**config.mk**
```make
export PLATFORM = sky130hd
export DESIGN_NAME = imem_loader
export DESIGN_NICKNAME = d
export VERILOG_FILES = /design/src/rtl/imem_loader.sv
export SDC_FILE = /design/constraint.sdc
export NUM_CORES = 1
export LEC_CHECK = 0
export CORE_ASPECT_RATIO = 1.75
export CORE_MARGIN = 2
export CORE_UTILIZATION = 54
export DETAILED_ROUTE_END_ITERATION = 7
export PLACE_DENSITY = 0.83
export SYNTH_ARGS = -nofsm -noshare
export SYNTH_HDL_FRONTEND = slang
export SYNTH_SLANG_ARGS = --single-unit
```
**constraint.sdc**
```tcl
create_clock -name clk -period 2.4 [get_ports clk]
set_input_delay 0.48 -clock clk [delete_from_list [all_inputs] [get_ports clk]]
set_output_delay 0.48 -clock clk [all_outputs]
set_load 0.02 [all_outputs]
```
**src/rtl/imem_loader.sv**
```systemverilog
// Boot loader: assembles a little-endian byte stream (16-bit word count, then words) into imem writes.
// Optional trailing XOR checksum byte when IMEM_LOADER_CSUM_EN is defined.
module imem_loader #(
   parameter int          DEPTH     = 32,
   parameter logic [31:0] BASE_ADDR = 32'd0
) (
   input  logic        clk,
   input  logic        rst_n,
   input  logic        start,
   input  logic        byte_valid,
   input  logic [7:0]  byte_data,
   output logic        byte_ready,
   output logic        imem_wr_en,
   output logic [31:0] imem_addr,
   output logic [31:0] imem_data,
   output logic        cpu_hold,
   output logic        busy,
   output logic        done,
   output logic        error
);

   localparam logic [2:0] S_IDLE  = 3'd0;
   localparam logic [2:0] S_LEN0  = 3'd1;
   localparam logic [2:0] S_LEN1  = 3'd2;
   localparam logic [2:0] S_DATA  = 3'd3;
   localparam logic [2:0] S_WRITE = 3'd4;
   localparam logic [2:0] S_CSUM  = 3'd5;
   localparam logic [2:0] S_DONE  = 3'd6;
   localparam logic [2:0] S_ERROR = 3'd7;

   localparam logic [16:0] DEPTH_W = 17'(DEPTH);

   logic [2:0]  state_q, state_d;
   logic [31:0] addr_q, addr_d;
   logic [31:0] data_q, data_d;
   logic [15:0] len_q, len_d;
   logic [15:0] cnt_q, cnt_d;
   logic [1:0]  idx_q, idx_d;
`ifdef IMEM_LOADER_CSUM_EN
   logic [7:0]  csum_q, csum_d;
`endif

   logic        byte_fire;
   logic [15:0] len_full;
   logic [15:0] cnt_inc;

   assign byte_ready = (state_q == S_LEN0) || (state_q == S_LEN1) ||
                       (state_q == S_DATA) || (state_q == S_CSUM);
   assign byte_fire  = byte_valid & byte_ready;
   assign len_full   = {byte_data, len_q[7:0]};
   assign cnt_inc    = cnt_q + 16'd1;

   assign imem_wr_en = (state_q == S_WRITE);
   assign imem_addr  = addr_q;
   assign imem_data  = data_q;
   assign cpu_hold   = (state_q != S_DONE);
   assign busy       = (state_q == S_LEN0) || (state_q == S_LEN1) || (state_q == S_DATA) ||
                       (state_q == S_WRITE) || (state_q == S_CSUM);
   assign done       = (state_q == S_DONE);
   assign error      = (state_q == S_ERROR);

   always_comb begin
      state_d = state_q;
      addr_d  = addr_q;
      data_d  = data_q;
      len_d   = len_q;
      cnt_d   = cnt_q;
      idx_d   = idx_q;
`ifdef IMEM_LOADER_CSUM_EN
      csum_d  = csum_q;
`endif
      case (state_q)
         S_IDLE, S_DONE, S_ERROR: begin
            if (start) begin
               state_d = S_LEN0;
               cnt_d   = 16'd0;
               addr_d  = BASE_ADDR;
               idx_d   = 2'd0;
`ifdef IMEM_LOADER_CSUM_EN
               csum_d  = 8'd0;
`endif
            end
         end
         S_LEN0: begin
            if (byte_fire) begin
               len_d[7:0] = byte_data;
               state_d    = S_LEN1;
            end
         end
         S_LEN1: begin
            if (byte_fire) begin
               len_d = len_full;
               idx_d = 2'd0;
               if (len_full == 16'd0) begin
                  state_d = S_DONE;
               end else if ({1'b0, len_full} > DEPTH_W) begin
                  state_d = S_ERROR;
               end else begin
                  state_d = S_DATA;
               end
            end
         end
         S_DATA: begin
            if (byte_fire) begin
               data_d[{idx_q, 3'b000} +: 8] = byte_data;
               idx_d = idx_q + 2'd1;
`ifdef IMEM_LOADER_CSUM_EN
               csum_d = csum_q ^ byte_data;
`endif
               if (idx_q == 2'd3) begin
                  state_d = S_WRITE;
               end
            end
         end
         S_WRITE: begin
            // Strobe is this cycle; address/count advance as it retires.
            addr_d = addr_q + 32'd1;
            cnt_d  = cnt_inc;
            if (cnt_inc == len_q) begin
`ifdef IMEM_LOADER_CSUM_EN
               state_d = S_CSUM;
`else
               state_d = S_DONE;
`endif
            end else begin
               state_d = S_DATA;
            end
         end
         S_CSUM: begin
`ifdef IMEM_LOADER_CSUM_EN
            if (byte_fire) begin
               state_d = (byte_data == csum_q) ? S_DONE : S_ERROR;
            end
`else
            state_d = S_IDLE;
`endif
         end
         default: state_d = S_IDLE;
      endcase
   end

   always_ff @(posedge clk or negedge rst_n) begin
      if (!rst_n) begin
         state_q <= S_IDLE;
         addr_q  <= BASE_ADDR;
         data_q  <= 32'd0;
         len_q   <= 16'd0;
         cnt_q   <= 16'd0;
         idx_q   <= 2'd0;
`ifdef IMEM_LOADER_CSUM_EN
         csum_q  <= 8'd0;
`endif
      end else begin
         state_q <= state_d;
         addr_q  <= addr_d;
         data_q  <= data_d;
         len_q   <= len_d;
         cnt_q   <= cnt_d;
         idx_q   <= idx_d;
`ifdef IMEM_LOADER_CSUM_EN
         csum_q  <= csum_d;
`endif
      end
   end

endmodule

```
* Word level (Yosys, flattened, before mapping)
Cells that the tools add are included.
Storage, ports and cells: bits of input ports 12, logic and storage cells 67, bits in registers 101, output and inout bits 70
Cells by class: reduce and logical (&&, ||, !) cells 16, mux-type cells 20, shift-type cells 2, bitwise gates (word level) 2, order comparisons 1, eq/ne operators 15, $add $sub $neg 4
Operator list (count):
- 32-bit case mux with 2 select lines | 1
- 32-bit by 1-bit adder with 32-bit output, second input constant | 1
- 32-bit bitwise mux | 1
- 32-bit 2-to-1 mux | 1
- 16-bit case mux with 2 select lines | 1
- 8-bit by 7-bit variable shift with 32-bit output, first input constant | 1
- 8-bit by 7-bit variable part select with 32-bit output | 1
- 3-bit 2-to-1 mux | 8
- 3-bit case mux with 6 select lines | 1
- 16-bit by 1-bit adder with 16-bit output, second input constant | 1
- 16-bit equality test | 1
- 16-bit by 6-bit > comparator with 1-bit output, second input constant | 1
- 16-bit zero test | 1
- 16-bit 2-to-1 mux | 1
- 8-bit case mux with 2 select lines | 1
- 3-bit equality test, second input constant | 4
- 8-bit 2-to-1 mux | 1
- 2-bit != test, second input constant | 4
- 5-bit negator with 7-bit output | 1
- 3-bit by 2-bit equality test with 1-bit output, second input constant | 2
- 2-bit 2-to-1 mux | 3
- 2-bit case mux with 3 select lines | 1
- 2-bit AND reduction | 3
- 1-bit logical OR | 5
- other kinds (14) | 14

* Depth between registers and ports, before layout
Gate-level depths: netlist of the first run.
word-level depth 7, depth in mapped cells 9, gate-level depth less buffers 8

* Worst setup path after synthesis of the first run
OpenSTA, ideal clock, no wires.
path kind register to output, start register state_q[0], end output port imem_wr_en, data arrival time 1.535 ns, setup slack 0.385 ns, cell stages (with the launch flop) 7, data required time 1.920 ns, cell sequence dfrtp_1 > buf_2 > nor2_1 > nand2_1 > inv_1 > clkbuf_1 > clkbuf_1
On the way: longest elaborated chain between the ends 1
RTL lines:
- start: declaration | line 33 | logic [2:0] state_q, state_d;
- start signal: assignment | line 154 | state_q <= state_d;
- 3-bit equality test | line 53 | assign imem_wr_en = (state_q == S_WRITE);
- end: declaration | line 13 | output logic imem_wr_en,
No other way between the ends.

* Worst setup path in the final report of the first run
start register state_q[2], end output port busy
On the way: longest elaborated chain between the ends 5, elaborated cells on any way between the ends 9
RTL lines:
- 3-bit by 1-bit equality test with 1-bit output or 3-bit by 2-bit equality test with 1-bit output (tied branches) | line 57 | assign busy = (state_q == S_LEN0) || (state_q == S_LEN1) || (state_q == S_DATA) ||
- 1-bit logical OR (3 in series) | line 57
- 1-bit logical OR (*) | line 58 | (state_q == S_WRITE) || (state_q == S_CSUM);
- end: declaration | line 17 | output logic busy,
Mark *: on every way between the ends. The rest lies on a longest branch, timed or not.

==> run_results.csv, run 1 <==
group,metric,value,unit
power,power_density,886,nW/um2
logic_synthesis,yosysWarnings,0,
logic_synthesis,synth_area,5220,um2
clock_tree,post_cts_buffers,0,
timing,worst_pin_slew,0.712,ns
global_routing,grt_pass1_vias,4681,
final_layout,final-instance-count-excl-fill,791,
final_layout,fin_nets,683,
clock_tree,cts.path.max_buffers,2,
logic_synthesis,syn_avg_cell_area,9.15,um2
floorplan,dieArea,10500,um2
final_layout,fillers,711,
final_layout,layout_commonest_cell,"nand2_1",
final_layout,area_growth,27.0,%
clock_tree,cts_buffers,9,
worst_setup_path,endpoint_kind,"primary output",
timing,fmax,0.432,GHz
global_routing,grt_util_met1,32.1,%
routing,drc,0,
clock_tree,h-tree-depth,3,
clock_tree,cts_root_buf,"clkbuf_16",
final_layout,final_core_util,70.4,%
final_layout,ff_latch_area,2530,um2
logic_synthesis,synth_cells,570,
routing,ant_nets,0,
floorplan,pin_count,82,
placed_design,routabilityCongestion,0.899,
routing,via_count,4709,
worst_setup_path,reg2reg_depth,7,
clock_tree,clk_pin_slew,0.07,ns
worst_setup_path,ff2ff_setup_slack,0.22,ns
worst_setup_path,path_cells,"buf_4 > and2_2 > nor2_1 > clkdlybuf4s50_1",
final_layout,drive_above_1_share,11.8,%
worst_setup_path,worstPathArrival,1.84,ns
timing,timing.slew.headroom,52.6,%
placed_design,port-buffer-count,81,
floorplan,design.core.area,9410,um2
placed_design,dp.cells,775,
logic_synthesis,post_synth_num_cell_types,51,
clock_tree,cts_tree,"built",
worst_setup_path,cp_max_fo,12,
hold_path,hold_path.class,"in -> async",
timing,fin_crit,2.32,ns
worst_setup_path,worstSetupStartpointType,"flop",
timing,setup_violations,0,
clock_tree,cts.sinks,101,
placed_design,dp_hpwl,10000,um
routing,vias_per_cell,5.95,
floorplan,die_y,134,um
global_routing,grtUsageTotal,27.8,%
global_routing,grt_overflow,0,
routing,drtIter0Drc,321,
logic_synthesis,ys.flop_type,"dfrtp_1",
power,p_leak,2.82,nW
power,ir_drop,471,uV
timing,worst_clock_skew,0.00619,ns
routing,dr.pass1.iters,5,
final_layout,final_cell_mix,"122 x nand2_1, 101 x dfrtp_1, 83 x o21ai_0",
worst_setup_path,crit_type,"reg -> out",
routing,wl_per_cell,17.6,um
final_layout,antenna_cells,0,
logic_synthesis,synth_nets,589,
status,outcome,"finished clean",
floorplan,die_w,78.3,um
worst_setup_path,crit_slowest_cell,"clkdlybuf4s50_1",
clock_tree,clk_latency,0.35,ns
worst_setup_path,critical_path_required,1.92,ns
worst_setup_path,cp_top_family,"buffers and inverters",
global_routing,antenna_found_initial,0,
global_routing,grt_pass1_wl,23000,um
logic_synthesis,ys_async_sr_fraction,100,%
timing,slew_viol_final,0,
global_routing,use_met2,50.1,%
global_routing,grt_most_used_layer,"met2",
final_layout,multi_input_area,2550,um2
global_routing,grt_max_degree,43,
worst_setup_path,r2r_start,"cnt_q[0]",
timing,fin_crit_sh,96.5,%
logic_synthesis,synth_seq_cells,101,
floorplan,initial_utilization,55.4,%
logic_synthesis,yosysSeqAreaShare,48.5,%
worst_setup_path,r2r_end,"state_q[0]",
routing,drt-total-wl,14000,um
worst_setup_path,path_buf_inv,2,
floorplan,rows,47,
logic_synthesis,synth_edf_count,0,
worst_setup_path,slowest_delay,0.60,ns
timing,hold_viol,0,
flow_run,drv_cap,0,
global_routing,use_met3,4.24,%
[Yosys cell counts, drive strengths merged, types with 2 or more instances]
cell | number | share of area (%)
mux2 | 15 | 3.2
a21oi | 2 | 0.19
o31ai | 13 | 1.9
inv | 11 | 0.79
nor3b | 6 | 0.86
a31oi | 3 | 0.36
and4 | 2 | 0.34
xnor2 | 15 | 2.5
nor2 | 33 | 2.4
clkbuf | 18 | 1.3
and2 | 4 | 0.48
buf | 10 | 1.0
ha | 7 | 1.7
o21ai | 85 | 8.2
or4 | 3 | 0.43
xor2 | 9 | 1.5
dfrtp | 101 | 48
o211ai | 4 | 0.58
a21o | 2 | 0.29
and3 | 11 | 1.3
nor4 | 10 | 1.9
o22ai | 2 | 0.24
nand3 | 34 | 3.5
nand2 | 122 | 8.8
mux2i | 7 | 1.3
nand4 | 11 | 1.9
a2111oi | 2 | 0.82
nor3 | 10 | 0.96
a22o | 3 | 0.50
[worst max-delay path by stage]
stage / end / cells after the start / slack [ns] / startpoint
floorplan: imem_wr_en / 6 / 0.39 / state_q[0]
global placement: state_q[2] / 7 / 0.007 / byte_data[1]
detailed placement: state_q[2] / 7 / -0.005 / byte_data[1]
CTS: done / 5 / 0.08 / state_q[2]
global route: state_q[0] / 7 / -0.007 / cnt_q[0]
finish: busy / 4 / 0.08 / state_q[2]
[state kept, by name (all words and copies together), names as in the netlist]
signal     count
idx_q          2
imem_addr     32
state_q        3
len_q         16
cnt_q         16
imem_data     32
[logic make-up after synthesis]
kind of cell / Yosys count / share of synthesized area (%)
and+or+nand+nor: 249 / 23.2
AOI/OAI and AO/OA: 128 / 15.0
xor gates and xnor gates: 24 / 4.03
buffers and inverters: 39 / 3.09
adders and majority gates: 7 / 1.68
DFF: 101 / 48.5
muxes: 22 / 4.58
[report_power, final]
| part | internal [mW] | switching (mW) | leakage, nW | total, mW |
|---|---|---|---|---|
| Clock | 0.857 | 0.664 | 0.150 | 1.52 |
| Combinational | 0.922 | 1.13 | 1.31 | 2.05 |
| Sequential | 1.99 | 0.301 | 1.36 | 2.29 |
| Total | 3.77 | 2.10 | 2.82 | 5.87 |
[through the flow]
stage | hold WS, ns | power [mW] | setup slack [ns] | TNS, ns | area [um2]
2_1_floorplan | 0.184 | 3.58 | 0.385 | 0 | 5220
3_5_place_dp | 0.474 | 4.36 | -0.00520 | -0.00520 | 6280
6_report | 0.110 | 5.87 | 0.0835 | 0 | 6620
3_3_place_gp | 0.461 | 4.27 | 0.00716 | 0 | 6280
5_1_grt | 0.142 | 6.20 | -0.00686 | -0.00686 | 6620
4_1_cts | 0.139 | 5.89 | 0.0782 | 0 | 6600
[layer usage]
metal | share of wire [%] | vias to the layer above
met4 | 3.7 | 0
met2 | 55 | 168
met1 | 37 | 2295
met5 | 0 | -
li1 | - | 2200
met3 | 4.2 | 46
[cell type report]
class	instances	area share [%]
Clock buffer	10	3.61
Clock inverter	6	1.23
Inverter	11	0.623
Multi-Input combinational cell	430	38.5
Sequential cell	101	38.2
Tap cell	122	2.30
Timing Repair Buffer	111	15.6
[repair_timing]
item / 4_1_cts / 5_1_grt
gates resized for setup: 2 / 4
hold buffers: 0 / 0
setup endpoints to repair: 1 / 2
pin swaps: 0 / 0
Power figures use the tool's default switching activity.
==> run 2, diff against run 1 <==
- CELL_PAD_IN_SITES_DETAIL_PLACEMENT: default -> 1
- CELL_PAD_IN_SITES_GLOBAL_PLACEMENT: default -> 2
- CORE_ASPECT_RATIO: 1.75 -> default
- CORE_MARGIN: 2 -> default
- CORE_UTILIZATION: 54 -> 33
==> run_results.csv, run 2 (synthesis results as in run 1) <==
group,metric,value,unit
status,outcome,"finished clean",
timing,fin_crit,2.33,ns
hold_path,hold_path.class,"in -> async",
clock_tree,cts.sinks,101,
power,p_leak,2.84,nW
placed_design,placed_area,6430,um2
timing,worst_pin_slew,0.527,ns
flow_run,drv_cap,0,
final_layout,final-instance-count-excl-fill,880,
timing,slew_viol_final,0,
final_layout,fin_nets,684,
power,ir_drop,452,uV
worst_setup_path,cp_max_fo,12,
power,power_density,878,nW/um2
global_routing,grtUsageTotal,19.7,%
global_routing,grt_pass1_wl,25100,um
clock_tree,cts.path.max_buffers,2,
final_layout,drive_above_1_share,11.4,%
floorplan,dieArea,16300,um2
clock_tree,h-tree-depth,3,
global_routing,grt_max_degree,51,
clock_tree,cts_buffers,9,
timing,hold_viol,0,
worst_setup_path,slowest_delay,0.61,ns
clock_tree,cts_hold_buffers,0,
placed_design,dp.cells,865,
routing,drt-total-wl,15300,um
floorplan,design.core.area,15300,um2
routing,wl_per_cell,17.4,um
timing,setup_violations,0,
floorplan,die_w,128,um
worst_setup_path,r2r_start,"cnt_q[0]",
timing,fmax,0.429,GHz
worst_setup_path,crit_type,"reg -> out",
worst_setup_path,endpoint_kind,"primary output",
routing,drtIter0Drc,223,
worst_setup_path,ff2ff_setup_slack,0.11,ns
floorplan,initial_utilization,34.1,%
placed_design,routabilityCongestion,0.827,
placed_design,dp_hpwl,11000,um
routing,ant_nets,0,
worst_setup_path,cp-startpoint,"state_q[2]",
final_layout,fillers,1821,
worst_setup_path,r2r_end,"state_q[2]",
worst_setup_path,path_cells,"buf_4 > and2_1 > nand2_1 > clkdlybuf4s50_1",
clock_tree,cts_tree,"built",
worst_setup_path,worstSetupStartpointType,"flop",
clock_tree,clk_latency,0.35,ns
worst_setup_path,worstPathArrival,1.85,ns
final_layout,final_cell_mix,"122 x nand2_1, 101 x dfrtp_1, 83 x o21ai_0",
clock_tree,cts_root_buf,"clkbuf_16",
routing,dr.pass1.iters,4,
timing,timing.slew.headroom,64.6,%
final_layout,fin_area,6730,um2
final_layout,area_growth,29.1,%
floorplan,pin_count,82,
global_routing,grt_pass1_vias,4847,
worst_setup_path,crit_slowest_cell,"clkdlybuf4s50_1",
global_routing,grt_overflow,0,
worst_setup_path,endpoint,"cpu_hold",
final_layout,antenna_cells,0,
routing,drc,0,
global_routing,antenna_found_initial,0,
timing,worst_clock_skew,0.00772,ns
timing,tns,0,ns
final_layout,layout_commonest_cell,"nand2_1",
routing,vias_per_cell,5.24,
clock_tree,clk_pin_slew,0.07,ns
floorplan,die_y,128,um
worst_setup_path,critical_path_required,1.92,ns
timing,rsz0062_at_grt,"false",
routing,via_count,4613,
placed_design,port-buffer-count,81,
timing,fin_crit_sh,97.1,%
worst_setup_path,reg2reg_depth,7,
floorplan,rows,45,
run 2: cell types whose count changed in the layout (fill, tap and decap cells not counted), moves of 2 or more:
cell,previous run,this run
nor4_1,5,7
clkdlybuf4s50_1,79,76
buf_12,0,2
dlymetal6s2s_1,0,2
nor4_2,3,1
run 2: worst min-delay path by stage:
stage | startpoint | to | slack (ns)
finish | rst_n | imem_data[15] | 0.008
global route | rst_n | imem_data[15] | 0.01
global placement | rst_n | imem_data[15] | 0.39
floorplan | rst_n | cnt_q[0] | 0.18
detailed placement | rst_n | imem_data[15] | 0.40
CTS | rst_n | imem_data[15] | 0.01
run 2: report_power, final:
group / leakage [nW] / total (mW) / internal [mW] / switching [mW]
registers: 1.36 / 2.26 / 1.99 / 0.272
clock network: 0.136 / 1.49 / 0.810 / 0.677
logic: 1.34 / 2.16 / 0.955 / 1.21
total: 2.84 / 5.91 / 3.76 / 2.16
run 2: area by class of cell:
| type | instances | area (um2) | share of cell area (%) |
|---|---|---|---|
| clock buffer | 10 | 229 | 3.40 |
| clock inverter | 5 | 61.3 | 0.911 |
| inverter | 11 | 41.3 | 0.613 |
| sequential | 101 | 2530 | 37.5 |
| multi-input combinational | 430 | 2540 | 37.7 |
| timing repair buffer | 112 | 1070 | 15.9 |
| tap | 211 | 264 | 3.92 |
run 2: what timing repair did:
action,CTS,global route
setup endpoints to repair,2,3
resized for setup,3,4
setup buffers,0,0
run 2: stage by stage:
stage	power, mW	utilization, %	hold slack, ns	worst slack [ns]
detailed placement	4.47	42.0	0.396	-0.156
finish	5.91	44.0	0.00783	0.0700
CTS	5.98	43.9	0.00993	0.0375
floorplan	3.58	-	0.184	0.385
global placement	4.38	42.0	0.392	-0.143
global route	6.27	44.0	0.0123	0.0170
run 2: per-layer routing:
metal | routed length [um] | part of all wire (%) | up-vias | track usage [%]
met5 | 0 | 0 | - | 0
met2 | 7600 | 50 | 64 | 33.8
li1 | - | - | 2197 | -
met4 | 257 | 1.7 | 0 | 6.37
met1 | 7000 | 46 | 2332 | 25.2
met3 | 419 | 2.7 | 20 | 3.59
run 2: critical path, delay by kind of cell (launching register included):
family / cells / cell delay, ns
buf+inv: 2 / 0.79
flops: 1 / 0.38
simple gates: 2 / 0.31
